$ cat src/rtl/lt100_dma_if.sv
// Little Timmy 100 common-bus signals between a bus master (DMA) and the bus/slave side.
// Enable/ready handshake: master holds enable with stable fields until ready.
interface lt100_dma_if #(
    parameter int ADDR_WIDTH = 32,
    parameter int DATA_WIDTH = 32
);
    logic                    m_enable;
    logic                    m_wr_en;
    logic [ADDR_WIDTH-1:0]   m_addr;
    logic [DATA_WIDTH-1:0]   m_wdata;
    logic [DATA_WIDTH/8-1:0] m_be;
    logic                    m_ready;
    logic [DATA_WIDTH-1:0]   m_rdata;
    logic                    m_bus_err;

    modport master (
        output m_enable, m_wr_en, m_addr, m_wdata, m_be,
        input  m_ready, m_rdata, m_bus_err
    );

    modport slave (
        input  m_enable, m_wr_en, m_addr, m_wdata, m_be,
        output m_ready, m_rdata, m_bus_err
    );
endinterface

$ cat src/rtl/lt100_dma.sv
// Word-copy DMA initiator for the LT100 common bus: read src, write dst, len times.
// Optional completion interrupt when DMA_IRQ_EN is defined; otherwise irq is tied low.
module lt100_dma #(
    parameter int ADDR_WIDTH = 32,
    parameter int DATA_WIDTH = 32,
    parameter int LEN_WIDTH  = 16
) (
    input  logic                  clk,
    input  logic                  rst,
    input  logic                  start,
    input  logic [ADDR_WIDTH-1:0] src_addr,
    input  logic [ADDR_WIDTH-1:0] dst_addr,
    input  logic [LEN_WIDTH-1:0]  len,
    output logic                  busy,
    output logic                  done,
    output logic                  err,
    output logic                  irq,
    lt100_dma_if.master           bus
);

    localparam logic [ADDR_WIDTH-1:0] STEP = ADDR_WIDTH'(DATA_WIDTH / 8);

    typedef enum logic [2:0] {
        IDLE = 3'd0,
        RD   = 3'd1,
        RGAP = 3'd2,
        WR   = 3'd3,
        WGAP = 3'd4,
        FIN  = 3'd5
    } state_t;

    state_t                state;
    state_t                state_nxt;
    logic [ADDR_WIDTH-1:0] src_q;
    logic [ADDR_WIDTH-1:0] dst_q;
    logic [LEN_WIDTH-1:0]  count_q;
    logic [DATA_WIDTH-1:0] data_q;
    logic                  err_q;

    logic accept;
    logic rd_hs;
    logic wr_hs;

    assign accept = (state == IDLE) && start;
    assign rd_hs  = (state == RD) && bus.m_ready;
    assign wr_hs  = (state == WR) && bus.m_ready;

    // Bus outputs decode straight from state so an async reset drops enable at once.
    always_comb begin
        state_nxt    = state;
        bus.m_enable = 1'b0;
        bus.m_wr_en  = 1'b0;
        bus.m_addr   = src_q;
        case (state)
            IDLE: begin
                if (start) begin
                    state_nxt = (len == '0) ? FIN : RD;
                end
            end
            RD: begin
                bus.m_enable = 1'b1;
                bus.m_addr   = src_q;
                if (bus.m_ready) begin
                    state_nxt = bus.m_bus_err ? FIN : RGAP;
                end
            end
            RGAP: state_nxt = WR;
            WR: begin
                bus.m_enable = 1'b1;
                bus.m_wr_en  = 1'b1;
                bus.m_addr   = dst_q;
                if (bus.m_ready) begin
                    state_nxt = bus.m_bus_err ? FIN : WGAP;
                end
            end
            WGAP: state_nxt = (count_q == '0) ? FIN : RD;
            FIN:  state_nxt = IDLE;
            default: state_nxt = IDLE;
        endcase
    end

    assign bus.m_wdata = data_q;
    assign bus.m_be    = '1;
    assign busy        = (state != IDLE);
    assign done        = (state == FIN);
    assign err         = err_q;

    always_ff @(posedge clk or posedge rst) begin
        if (rst) begin
            state <= IDLE;
            err_q <= 1'b0;
        end else begin
            state <= state_nxt;
            if (accept) begin
                err_q <= 1'b0;
            end else if ((rd_hs || wr_hs) && bus.m_bus_err) begin
                err_q <= 1'b1;
            end
        end
    end

    // A failed access leaves the pointers and captured data untouched; the copy ends there.
    always_ff @(posedge clk or posedge rst) begin
        if (rst) begin
            src_q   <= '0;
            dst_q   <= '0;
            count_q <= '0;
            data_q  <= '0;
        end else begin
            if (accept) begin
                src_q   <= src_addr;
                dst_q   <= dst_addr;
                count_q <= len;
            end
            if (rd_hs && !bus.m_bus_err) begin
                data_q <= bus.m_rdata;
            end
            if (wr_hs && !bus.m_bus_err) begin
                src_q   <= src_q + STEP;
                dst_q   <= dst_q + STEP;
                count_q <= count_q - 1'b1;
            end
        end
    end

`ifdef DMA_IRQ_EN
    logic irq_q;

    always_ff @(posedge clk or posedge rst) begin
        if (rst) begin
            irq_q <= 1'b0;
        end else if (accept) begin
            irq_q <= 1'b0;
        end else if (state == FIN) begin
            irq_q <= 1'b1;
        end
    end

    // FIN term lets irq rise together with done rather than a cycle later.
    assign irq = irq_q || (state == FIN);
`else
    assign irq = 1'b0;
`endif

endmodule

$ cat src/flat_wrapper.sv
// flat-port wrapper written by rule: the top's interface ports become plain ports
module lt100_dma_flat 
#(
    parameter int ADDR_WIDTH = 32,
    parameter int DATA_WIDTH = 32,
    parameter int LEN_WIDTH  = 16
)
  (clk, rst, start, src_addr, dst_addr, len, busy, done, err, irq, bus_m_enable, bus_m_wr_en, bus_m_addr, bus_m_wdata, bus_m_be, bus_m_ready, bus_m_rdata, bus_m_bus_err);
  lt100_dma_if #(.ADDR_WIDTH(ADDR_WIDTH), .DATA_WIDTH(DATA_WIDTH)) bus_i ();
  input  logic clk;
  input  logic rst;
  input  logic start;
  input  logic [ADDR_WIDTH-1:0] src_addr;
  input  logic [ADDR_WIDTH-1:0] dst_addr;
  input  logic [LEN_WIDTH-1:0] len;
  output logic busy;
  output logic done;
  output logic err;
  output logic irq;
  output wire logic [$bits(bus_i.m_enable)-1:0] bus_m_enable;
  output wire logic [$bits(bus_i.m_wr_en)-1:0] bus_m_wr_en;
  output wire logic [$bits(bus_i.m_addr)-1:0] bus_m_addr;
  output wire logic [$bits(bus_i.m_wdata)-1:0] bus_m_wdata;
  output wire logic [$bits(bus_i.m_be)-1:0] bus_m_be;
  input wire logic [$bits(bus_i.m_ready)-1:0] bus_m_ready;
  input wire logic [$bits(bus_i.m_rdata)-1:0] bus_m_rdata;
  input wire logic [$bits(bus_i.m_bus_err)-1:0] bus_m_bus_err;
  assign bus_m_enable = bus_i.m_enable;
  assign bus_m_wr_en = bus_i.m_wr_en;
  assign bus_m_addr = bus_i.m_addr;
  assign bus_m_wdata = bus_i.m_wdata;
  assign bus_m_be = bus_i.m_be;
  assign bus_i.m_ready = bus_m_ready;
  assign bus_i.m_rdata = bus_m_rdata;
  assign bus_i.m_bus_err = bus_m_bus_err;
  lt100_dma #(.ADDR_WIDTH(ADDR_WIDTH), .DATA_WIDTH(DATA_WIDTH), .LEN_WIDTH(LEN_WIDTH)) u_core (.clk(clk), .rst(rst), .start(start), .src_addr(src_addr), .dst_addr(dst_addr), .len(len), .busy(busy), .done(done), .err(err), .irq(irq), .bus(bus_i));
endmodule
$ cat config.mk
export PLATFORM = sky130hd
export DESIGN_NAME = lt100_dma_flat
export DESIGN_NICKNAME = d
export VERILOG_FILES = /design/src/rtl/lt100_dma_if.sv /design/src/rtl/lt100_dma.sv /design/src/flat_wrapper.sv
export SDC_FILE = /design/constraint.sdc
export NUM_CORES = 1
export LEC_CHECK = 0
export ABC_AREA = 1
export CELL_PAD_IN_SITES_DETAIL_PLACEMENT = 1
export CELL_PAD_IN_SITES_GLOBAL_PLACEMENT = 2
export CORE_UTILIZATION = 29
export DETAILED_ROUTE_END_ITERATION = 6
export PLACE_DENSITY_LB_ADDON = 0.1
export SYNTH_ARGS = -nofsm -noshare
export SYNTH_HDL_FRONTEND = slang
export SYNTH_SLANG_ARGS = --single-unit
$ cat constraint.sdc
create_clock -name clk -period 8.5 [get_ports clk]
set_input_delay 2.125 -clock clk [delete_from_list [all_inputs] [get_ports clk]]
set_output_delay 2.125 -clock clk [all_outputs]
set_load 0.02 [all_outputs]
==> impl_results.md <==
* Clk pwr share at 0.206
* DRC Markers at 0
* Clk root buf: clkbuf_16
* Critical Path Start Type: register
* Initial core utilization at 0.2957
* WL per Instance at roughly 17 um
* Slew @ Worst Pin at 0.8770 ns
* Fin cells at ~1,600
* R2R cell count at 9
* Yosys warns at 0
* Num ports at 191
* Peak fanout along the critical path at 61
* H-tree depth at 4
* Fin crit share at 0.5810
* CTS buffer count at 17
* Place WS at 3.745 ns
* Placement row count at 58
* ANT nets after route at 0
* Setup ws final at 3.562 ns
* Synthesized cell area at about 7500 um2
* Layout cells sized above 1 at 0.07099
* Required time of the critical path at 6.38 ns
* Arr. time, crit path at 2.81 ns
* Fmax at 202.5 MHz
* Ys async rst share at 1.000
* Routed vias/inst at roughly 4.6
* Clk_skew at 0.01350 ns
* Slew headroom at 0.4154
* Clock Path Buffers at 2
* First-pass GRT wire length at roughly 43 mm
* Chip height at 162.5 um
* NetSw at 1.598 mW
* Number of buffers added on ports at 185
* EDFF count, synth at 0
* Post-CTS sizing at 0
* Pins Over Slew Limit at 0
* Layout overhead on the synthesized area at 35.33%
* Iter 0 DRT Violations at 404
* Crit. End Element: output pin
* Share of power burned in registers at 0.313
* GRT Total Usage at 0.2163
* Post-CTS Setup Repair Bufs at 0
* CORE AREA at around 25,000 um2
* Pleak at around 4.5 nW
* Antenna violations before repair at 1
* Sequential share of the synthesized area at 0.3887
* FILL cells at around 3,200
* Syn avg cell area at 6.728 um2
* PwrDens at 349.1 nW/um2
* CTS tree: built
* Sw Ratio at 0.4531
* HP Class: register to register
* Routability congestion estimate at between 0.8 and 0.9
* Storage cell area at 2903 um2
* Placed standard-cell area at 9529 um2
* Int Pwr at 1.930 mW
* Drt first pass iters at 5
* Power Total at 3.528 mW
* Dpl cells at 1,594
* R2R Path Start: u_core.state[2]
* Most frequent cells in the layout: 438 x nand2_1, 185 x clkdlybuf4s50_1, 124 x inv_1
* Mapped Cells at 1,110
* Design Area, Final at just over 10,000 um2
* Critical path type: register to output pin
* Setup crit start: u_core.state[2]
* Clk_lat worst skew at about 0.43 ns
* Largest net degree at the start of global routing at 82
* HPWL Detailed at approximately 20 mm
* Ys flop type: dfrtp_1
* Die footprint at roughly 26,000 um2
* End of the worst register-to-register path: u_core.src_q[9]
* Status: completed
* RSZ-0062 raised after global routing: no
* Layout Nets at 1,403
* VDD IR max at ~150 uV
* Setup Total Neg Slack at 0 ns
* Max-cap violations at 0
* # hold bufs at CTS at 0
* Clk sinks at between 100 and 150
* Number of global-route vias before repair at between 7,000 and 8,000
* FF+latch count, synth at 116
* Final wirelength at 27.27 mm
* Multi-input gate area at between 3000 and 4000 um2
* Final setup vio count at 0
* Combinational Power Share at 0.482
* Commonest non-fill, non-tap cell in the layout: nand2_1
* Distinct cell type count after synthesis at 33
* Total grt overflow at 0
* Total number of vias at between 7,000 and 8,000
* R2R Setup Slk at 5.33 ns
* Die width at about 160 um
* Hold Fails Final Rpt at 0
* Worst setup path endpoint: bus_m_addr[6]
* Final min period at a little under 5 ns
* Clk slew on worst S/H paths at 0.06 ns
per-stage QoR:
step / util / hold slack, ns
after floorplan: - / 0.4492
after global placement: 0.3773 / 0.4638
after detailed placement: 0.3773 / 0.4683
after CTS: 0.4001 / 0.4864
after global routing: 0.4002 / 0.5090
final: 0.4002 / 0.4865
metal layers:
layer / wire [um] / vias to the layer above / global-route usage
met5: 0 / - / 0
met4: 344 / 0 / 0.05961
met3: 870 / 18 / 0.03158
met2: 12670 / 143 / 0.3531
met1: 13380 / 3563 / 0.2962
li1: - / 3820 / -
sequential cells by signal (all words and copies together) (netlist names):
name and flops:
u_core.src_q 32, u_core.bus.m_wdata 32, u_core.err 1, u_core.state 3, u_core.count_q 16, u_core.dst_q 32
cell families (layout without fill, tap and decap cells):
kind of cell	Yosys count	after routing	synth area share
AO/OA/AOI/OAI	112	112	0.08695
XOR/XNOR	11	11	0.01290
adder cells (fa/ha/maj)	3	3	0.005027
buffers and inverters	172	355	0.1000
flip-flops	116	116	0.3887
multiplexers	32	32	0.04825
other	2	6	0.001006
AND/OR/NAND/NOR	662	662	0.3572
Yosys cell counts (2+ instances only):
| cell | instances | area (um2) |
|---|---|---|
| a21oi_1 | 4 | 20.02 |
| nor2_2 | 4 | 25.02 |
| clkbuf_1 | 3 | 11.26 |
| conb_1 | 2 | 7.510 |
| o21bai_1 | 4 | 30.03 |
| o21ai_0 | 46 | 230.2 |
| buf_2 | 18 | 90.09 |
| inv_1 | 125 | 469.2 |
| mux2_2 | 32 | 360.4 |
| buf_4 | 11 | 82.58 |
| o211ai_1 | 28 | 210.2 |
| inv_2 | 10 | 37.54 |
| dfrtp_1 | 116 | 2903 |
| o21ai_1 | 26 | 130.1 |
| nand4_1 | 4 | 25.02 |
| nand2_4 | 2 | 22.52 |
| nand2_1 | 438 | 1644 |
| ha_1 | 3 | 37.54 |
| xor2_1 | 9 | 78.83 |
| xnor2_1 | 2 | 17.52 |
| nand3_1 | 85 | 425.4 |
| buf_6 | 5 | 56.30 |
| nor2_1 | 119 | 446.7 |
| nand2_2 | 5 | 31.28 |
cell type report:
cell class / count / share of cell area
flip-flops and latches: 116 / 0.2872
multi-input cells: 825 / 0.3789
diodes: 1 / 0.0002476
well taps: 330 / 0.04085
clock inverters: 15 / 0.01486
clock buffers: 17 / 0.04209
repair buffers: 188 / 0.1854
inverters: 135 / 0.05038
how the worst min path moves through the flow:
stage | from | to | slack [ns] | depth (start not counted)
after global routing | u_core.err | u_core.err | 0.51 | 1
after CTS | u_core.src_q[0] | u_core.src_q[0] | 0.49 | 2
after global placement | u_core.dst_q[1] | u_core.dst_q[1] | 0.46 | 2
after detailed placement | u_core.dst_q[1] | u_core.dst_q[1] | 0.47 | 2
final | u_core.src_q[0] | u_core.src_q[0] | 0.49 | 2
after floorplan | u_core.dst_q[1] | u_core.dst_q[1] | 0.45 | 2
critical path, stage by stage (launching register included):
cell and delay, ns:
dfrtp_1 0.42, inv_2 0.13, nand3_4 0.48, inv_2 0.47, nand2_1 0.11, nand2_1 0.13
clkdlybuf4s50_1 0.62
power groups by stage:
stage | registers [mW] | clock network [mW] | logic, mW
floorplan | 1.12 | 0 | 0.966
global placement | 1.10 | 0 | 1.70
detailed placement | 1.11 | 0 | 1.72
CTS | 1.10 | 0.742 | 1.73
global route | 1.15 | 0.764 | 1.90
finish | 1.10 | 0.725 | 1.70
No activity file was read; power rests on OpenSTA's default activity.
